===== src/rtl/hilo_ctrl_pkg.sv =====
// rtl/hilo_ctrl_pkg.sv - shared md_op and FSM encodings plus default parameters for the HI/LO controller
package hilo_ctrl_pkg;

  // E-stage multiply/divide op codes, also consumed by the decoder
  typedef enum logic [3:0] {
    MD_NONE  = 4'd0,
    MD_MULT  = 4'd1,
    MD_MULTU = 4'd2,
    MD_DIV   = 4'd3,
    MD_DIVU  = 4'd4,
    MD_MTHI  = 4'd5,
    MD_MTLO  = 4'd6,
    MD_MFHI  = 4'd7,
    MD_MFLO  = 4'd8
  } md_op_e;

  // Controller FSM states
  typedef enum logic [1:0] {
    S_IDLE = 2'd0,
    S_RUN  = 2'd1,
    S_CAPT = 2'd2
  } state_e;

  // Watchdog limit must cover the unit's longest latency plus two
  localparam int TIMEOUT_DEF = 64;
  localparam int CNT_W_DEF   = 7;

  // Any op that touches HI/LO or the multiply/divide unit; codes 9..15 act as none
  function automatic logic is_md_op(input logic [3:0] op);
    return (op >= MD_MULT) && (op <= MD_MFLO);
  endfunction

  function automatic logic is_mf_op(input logic [3:0] op);
    return (op == MD_MFHI) || (op == MD_MFLO);
  endfunction

endpackage


===== src/rtl/hilo_ctrl_if.sv =====
// rtl/hilo_ctrl_if.sv - pipeline/muldiv side bundle of the HI/LO controller
interface hilo_ctrl_if;

  logic [3:0]  md_op;
  logic [31:0] wdata;
  logic        start;
  logic        busy;
  logic [31:0] hi_res;
  logic [31:0] lo_res;
  logic        stall;
  logic [31:0] rdata;
  logic [31:0] hi;
  logic [31:0] lo;
  logic        err;

  // Pipeline and multiply/divide unit side
  modport master (
    output md_op, wdata, start, busy, hi_res, lo_res,
    input  stall, rdata, hi, lo, err
  );

  // HI/LO controller side
  modport slave (
    input  md_op, wdata, start, busy, hi_res, lo_res,
    output stall, rdata, hi, lo, err
  );

endinterface


===== src/rtl/hilo_wdog.sv =====
// rtl/hilo_wdog.sv - RUN-state cycle counter with sticky timeout flag
module hilo_wdog
  import hilo_ctrl_pkg::*;
#(
  parameter int TIMEOUT = TIMEOUT_DEF,
  parameter int CNT_W   = CNT_W_DEF
) (
  input  logic clk_i,
  input  logic rst_ni,
  input  logic clr_i,      // the FSM enters RUN at the coming edge
  input  logic run_i,      // the FSM is in RUN this cycle
  output logic timeout_o,  // this RUN cycle is the last one allowed
  output logic err_o
);

  localparam logic [CNT_W-1:0] CNT_LAST = CNT_W'(TIMEOUT - 1);
  localparam logic [CNT_W-1:0] CNT_MAX  = {CNT_W{1'b1}};

  logic [CNT_W-1:0] cnt_q, cnt_d;
  logic             err_q, err_d;

  // The count reaches TIMEOUT at the edge that ends the TIMEOUT-th RUN cycle
  assign timeout_o = run_i && (cnt_q == CNT_LAST);
  assign err_o     = err_q;

  // Next-state: clear on RUN entry, count RUN cycles, saturate, latch err
  always_comb begin
    cnt_d = cnt_q;
    err_d = err_q | timeout_o;
    if (clr_i) begin
      cnt_d = '0;
    end else if (run_i && (cnt_q != CNT_MAX)) begin
      cnt_d = cnt_q + 1'b1;
    end
  end

  // Counter and sticky error registers; only reset clears err
  always_ff @(posedge clk_i or negedge rst_ni) begin
    if (!rst_ni) begin
      cnt_q <= '0;
      err_q <= 1'b0;
    end else begin
      cnt_q <= cnt_d;
      err_q <= err_d;
    end
  end

endmodule


===== src/rtl/hilo_ctrl.sv =====
// rtl/hilo_ctrl.sv - HI/LO register owner and mult/div stall controller; HILO_FWD_EN forwards results to mfhi/mflo in CAPT
module hilo_ctrl
  import hilo_ctrl_pkg::*;
#(
  parameter int TIMEOUT = TIMEOUT_DEF,
  parameter int CNT_W   = CNT_W_DEF
) (
  input  logic       clk,
  input  logic       reset,
  hilo_ctrl_if.slave bus
);

  state_e      state_q;
  logic [31:0] hi_q;
  logic [31:0] lo_q;
  logic        run_first_q;

  logic        busy_any;
  logic        md_any;
  logic        mf_in_capt;
  logic        stall;
  logic [31:0] hi_src;
  logic [31:0] lo_src;
  logic [31:0] rdata;
  logic        wd_timeout;
  logic        wd_err;
  logic        wd_clr;
  logic        wd_run;

  // Stall while a multiply/divide is in flight or being issued this cycle
  always_comb begin
    busy_any = (state_q != S_IDLE) | bus.start;
    md_any   = is_md_op(bus.md_op);
`ifdef HILO_FWD_EN
    mf_in_capt = (state_q == S_CAPT) & is_mf_op(bus.md_op);
`else
    mf_in_capt = 1'b0;
`endif
    // Held low during reset so a stray start cannot freeze the pipeline
    stall = reset & busy_any & md_any & ~mf_in_capt;
  end

  // mfhi/mflo read data; in CAPT with forwarding the unit's outputs bypass HI/LO
  always_comb begin
    hi_src = hi_q;
    lo_src = lo_q;
`ifdef HILO_FWD_EN
    if (state_q == S_CAPT) begin
      hi_src = bus.hi_res;
      lo_src = bus.lo_res;
    end
`endif
    if (bus.md_op == MD_MFHI) begin
      rdata = hi_src;
    end else if (bus.md_op == MD_MFLO) begin
      rdata = lo_src;
    end else begin
      rdata = '0;
    end
  end

  // Watchdog restarts whenever start moves the FSM into RUN
  assign wd_clr = bus.start & (state_q != S_RUN);
  assign wd_run = (state_q == S_RUN);

  hilo_wdog #(
    .TIMEOUT (TIMEOUT),
    .CNT_W   (CNT_W)
  ) u_wdog (
    .clk_i     (clk),
    .rst_ni    (reset),
    .clr_i     (wd_clr),
    .run_i     (wd_run),
    .timeout_o (wd_timeout),
    .err_o     (wd_err)
  );

  // Controller FSM together with the architectural HI/LO registers
  always_ff @(posedge clk or negedge reset) begin
    if (!reset) begin
      state_q     <= S_IDLE;
      hi_q        <= '0;
      lo_q        <= '0;
      run_first_q <= 1'b0;
    end else begin
      case (state_q)
        S_IDLE: begin
          if (bus.start) begin
            // start wins over an mt in the same cycle; the pipeline replays it
            state_q     <= S_RUN;
            run_first_q <= 1'b1;
          end else if (!stall) begin
            if (bus.md_op == MD_MTHI) hi_q <= bus.wdata;
            if (bus.md_op == MD_MTLO) lo_q <= bus.wdata;
          end
        end
        S_RUN: begin
          // busy may rise one cycle after start, so it is ignored on entry
          run_first_q <= 1'b0;
          if (wd_timeout) begin
            state_q <= S_IDLE;
          end else if (!run_first_q && !bus.busy) begin
            state_q <= S_CAPT;
          end
        end
        S_CAPT: begin
          hi_q <= bus.hi_res;
          lo_q <= bus.lo_res;
          if (bus.start) begin
            state_q     <= S_RUN;
            run_first_q <= 1'b1;
          end else begin
            state_q <= S_IDLE;
          end
        end
        default: begin
          state_q <= S_IDLE;
        end
      endcase
    end
  end

  assign bus.stall = stall;
  assign bus.rdata = rdata;
  assign bus.hi    = hi_q;
  assign bus.lo    = lo_q;
  assign bus.err   = wd_err;

endmodule


===== src/flat_wrapper.sv =====
// flat-port wrapper written by rule: the top's interface ports become plain ports
module hilo_ctrl_flat import hilo_ctrl_pkg::*;
#(
  parameter int TIMEOUT = TIMEOUT_DEF,
  parameter int CNT_W   = CNT_W_DEF
)
  (clk, reset, bus_md_op, bus_wdata, bus_start, bus_busy, bus_hi_res, bus_lo_res, bus_stall, bus_rdata, bus_hi, bus_lo, bus_err);
  hilo_ctrl_if bus_i ();
  input  logic clk;
  input  logic reset;
  input wire logic [$bits(bus_i.md_op)-1:0] bus_md_op;
  input wire logic [$bits(bus_i.wdata)-1:0] bus_wdata;
  input wire logic [$bits(bus_i.start)-1:0] bus_start;
  input wire logic [$bits(bus_i.busy)-1:0] bus_busy;
  input wire logic [$bits(bus_i.hi_res)-1:0] bus_hi_res;
  input wire logic [$bits(bus_i.lo_res)-1:0] bus_lo_res;
  output wire logic [$bits(bus_i.stall)-1:0] bus_stall;
  output wire logic [$bits(bus_i.rdata)-1:0] bus_rdata;
  output wire logic [$bits(bus_i.hi)-1:0] bus_hi;
  output wire logic [$bits(bus_i.lo)-1:0] bus_lo;
  output wire logic [$bits(bus_i.err)-1:0] bus_err;
  assign bus_i.md_op = bus_md_op;
  assign bus_i.wdata = bus_wdata;
  assign bus_i.start = bus_start;
  assign bus_i.busy = bus_busy;
  assign bus_i.hi_res = bus_hi_res;
  assign bus_i.lo_res = bus_lo_res;
  assign bus_stall = bus_i.stall;
  assign bus_rdata = bus_i.rdata;
  assign bus_hi = bus_i.hi;
  assign bus_lo = bus_i.lo;
  assign bus_err = bus_i.err;
  hilo_ctrl #(.TIMEOUT(TIMEOUT), .CNT_W(CNT_W)) u_core (.clk(clk), .reset(reset), .bus(bus_i));
endmodule

===== config.mk =====
export PLATFORM = sky130hd
export DESIGN_NAME = hilo_ctrl_flat
export DESIGN_NICKNAME = d
export VERILOG_FILES = /design/src/rtl/hilo_ctrl_pkg.sv /design/src/rtl/hilo_ctrl_if.sv /design/src/rtl/hilo_wdog.sv /design/src/rtl/hilo_ctrl.sv /design/src/flat_wrapper.sv
export SDC_FILE = /design/constraint.sdc
export NUM_CORES = 1
export LEC_CHECK = 0
export CAP_MARGIN = 20
export CORE_ASPECT_RATIO = 0.75
export CORE_MARGIN = 2
export CORE_UTILIZATION = 60
export DETAILED_ROUTE_END_ITERATION = 10
export DONT_BUFFER_PORTS = 1
export PLACE_DENSITY = 0.74
export SLEW_MARGIN = 5
export SYNTH_ARGS = -nofsm -noshare
export SYNTH_HDL_FRONTEND = slang
export SYNTH_SLANG_ARGS = --single-unit
export TNS_END_PERCENT = 20

===== constraint.sdc =====
create_clock -name clk -period 2.2 [get_ports clk]
set_clock_uncertainty 0.15 [all_clocks]
set_input_delay 0.55 -clock clk [delete_from_list [all_inputs] [get_ports clk]]
set_output_delay 0.55 -clock clk [all_outputs]
set_load 0.1 [all_outputs]

==> results_dict.tcl <==
set metrics [dict create \
    path_delay_family "simple AND/OR/NAND/NOR gates" \
    fin_crit_ns 2.18 \
    r2r_end "u_core.bus.lo[9]" \
    route.detailed.drc 0 \
    cap_violations 0 \
    yosysTopAreaCell "dfrtp_1" \
    max_freq_mhz 460 \
    yosys.area_share.xor_xnor 0.00215 \
    maxSlewViolCount 0 \
    postCtsSetupBuffers 0 \
    synth_fa_ha_area_frac 0.00307 \
    clk_pin_slew_ns 0.07 \
    area_growth_pct 29.4 \
    worstHoldPathType "input pin to async pin" \
    route.antenna.remaining_nets 0 \
    place_congestion 0.895 \
    die_h_microns 75.3 \
    cp_cell_sequence "nor3_4 -> and2_4 -> buf_12 -> a22o_4" \
    grt_pass1_wl_microns 20300 \
    first_global_vias 3998 \
    critical_path_cell_count 4 \
    grt_max_degree 77 \
    cp-start-kind "input pin" \
    vias 4122 \
    end_kind "primary output" \
    cp_slowest_cell "a22o_4" \
    holdWs_ns -0.248 \
    synth-warning-count 0 \
    final_core_utilization 0.818 \
    clkLatencyLatePin_ns 0.33 \
    violations "negative hold slack" \
    dieArea_sq_um 7470 \
    cts_root_buffer "clkbuf_8" \
    timing.rr.start "u_core.state_q[0]" \
    portBuffers 0 \
    synthSimpleGateAreaFrac 0.180 \
    worstRegToRegCells 4 \
    crit_required_ns 1.50 \
    critPathBufInv 1 \
    critPathArrivalTime_ns 1.48 \
    place_hpwl_microns 9170 \
    coreArea_sq_um 6440 \
    synthArstFlopShare 1.00 \
    dp_slack_ns -0.0186 \
    setup.worst_path.end "bus_rdata[24]" \
    fp.dieW_microns 99.1 \
    min_period_over_period 0.989 \
    muxShareOfSynthArea 0.00522 \
    overflow 0 \
    synth_edf_count 0 \
    regArea_sq_um 1880 \
    num_io_pins 202 \
    drt_iter0_markers 336 \
    fin_nets 615 \
    slowest_delay_ns 0.32 \
    setup_ws_ns 0.0248 \
    seq_area_frac_synth 0.461 \
    ys_ff_latch 75 \
    final_cell_mix "74 x dfrtp_1, 73 x buf_4, 66 x nand3_1, 66 x nor2_1, 65 x a31oi_1" \
    grt_use_total 0.351 \
    critPathMaxFanout 16 \
    syn_avg_cell_area_sq_um 8.70 \
    syn_nets 573 \
    finalSetupTns_ns 0 \
    fin_area_sq_um 5270 \
    ys_top_cells_by_area "dfrtp_1 46%, a31oi_1 10%, nand3_1 8.1%" \
    multi_input_area_sq_um 2220 \
    regToRegSetupSlack_ns 0.29 \
    syn_inst 468 \
    wire_per_inst_microns 22.8 \
    crit_type "input pin to primary output" \
    worst_pin_slew_ns 0.419 \
    hold_viol 75 \
    setup_violations 0 \
    status "finished with violations" \
    start_util 0.632 \
    place_area_sq_um 4980 \
    numClockSinks 75 \
    avgViaCountPerCell 6.92 \
    cts_inserted_buffers 9 \
    synth_cell_types 38 \
    rows 25 \
    synth-compound-area-share 0.279 \
    slew_headroom 0.721 \
    cts-htree-levels 3 \
    synth_top_family_by_area "compound AO/OA/AOI/OAI gates" \
    netlist.area_leader.share 0.461 \
    wirelength_microns 13600 \
    cts.path.max_buffers 2 \
    ys.flop_type "dfrtp_1" \
    netlist_area_sq_um 4070 \
    grt_antenna_before_repair 0 \
    tritoncts "built" \
    dr.pass1.iters 5 \
    cp-startpoint "bus_md_op[0]" \
    num_antenna_cells 0 \
    final_common_cell "dfrtp_1" \
    drive_gt1_frac 0.280 \
    fillCellCount 389 \
]
==> cells in the mapped netlist (3+ instances only) <==
cell      instances
nor2b_1           3
nand3_1          66
nand2b_1          3
a22o_1           33
nor3_1            3
buf_6             8
clkbuf_1         36
o21ai_1          59
a31oi_1          65
dfrtp_1          75
nor2_1           66
o21ai_0           9
nand2_1           3
buf_2            10
==> cells by family (layout without fill, tap and decap cells) <==
family / Yosys count / after routing
AO/OA/AOI/OAI: 178 / 178
flip-flops: 75 / 75
multiplexers: 2 / 2
XOR/XNOR: 1 / 1
AND/OR/NAND/NOR: 155 / 155
adder cells (fa/ha/maj): 1 / 1
buffers and inverters: 56 / 103
==> what timing repair did <==
item / 4_1_cts / 5_1_grt
pin swaps: 0 / 1
hold endpoints to repair: 75 / 75
setup endpoints to repair: 2 / 18
gates resized for setup: 1 / 3
==> worst min-delay path by stage <==
stage	from	end	slack [ns]
after floorplan	reset	u_core.bus.hi[0]	0.10
after global placement	reset	u_core.bus.lo[10]	0.11
after detailed placement	reset	u_core.bus.lo[10]	0.11
after CTS	reset	u_core.bus.lo[22]	-0.27
after global routing	reset	u_core.bus.lo[10]	-0.27
final	reset	u_core.bus.lo[10]	-0.25
==> state kept, by name (all words and copies together) (netlist names) <==
name,cells
u_core.u_wdog.cnt_q,7
u_core.bus.lo,32
u_core.u_wdog.err_o,1
u_core.run_first_q,1
u_core.bus.hi,32
u_core.state_q,2
==> stage by stage <==
stage	hold WS [ns]	instances
4_1_cts	-0.269	596
5_1_grt	-0.273	596
6_report	-0.248	596
3_3_place_gp	0.106	580
2_1_floorplan	0.104	468
3_5_place_dp	0.106	580
==> final cells by class <==
class	instances	area share
multi-input cells	337	0.421
well taps	81	0.0192
clock buffers	12	0.0294
flip-flops and latches	75	0.356
inverters	2	0.00142
repair buffers	85	0.150
clock inverters	4	0.0228
==> layer usage <==
metal  vias up  part of all wire  GRT usage
li1       1840                 -          -
met1      1986              0.37      0.441
met2       278              0.50      0.590
met3        18              0.11     0.0963
met4         0             0.013      0.146
met5         -                 0          0
Power is not shown: default switching activity piles up to over one toggle a cycle in this logic, so the estimate is an artifact.
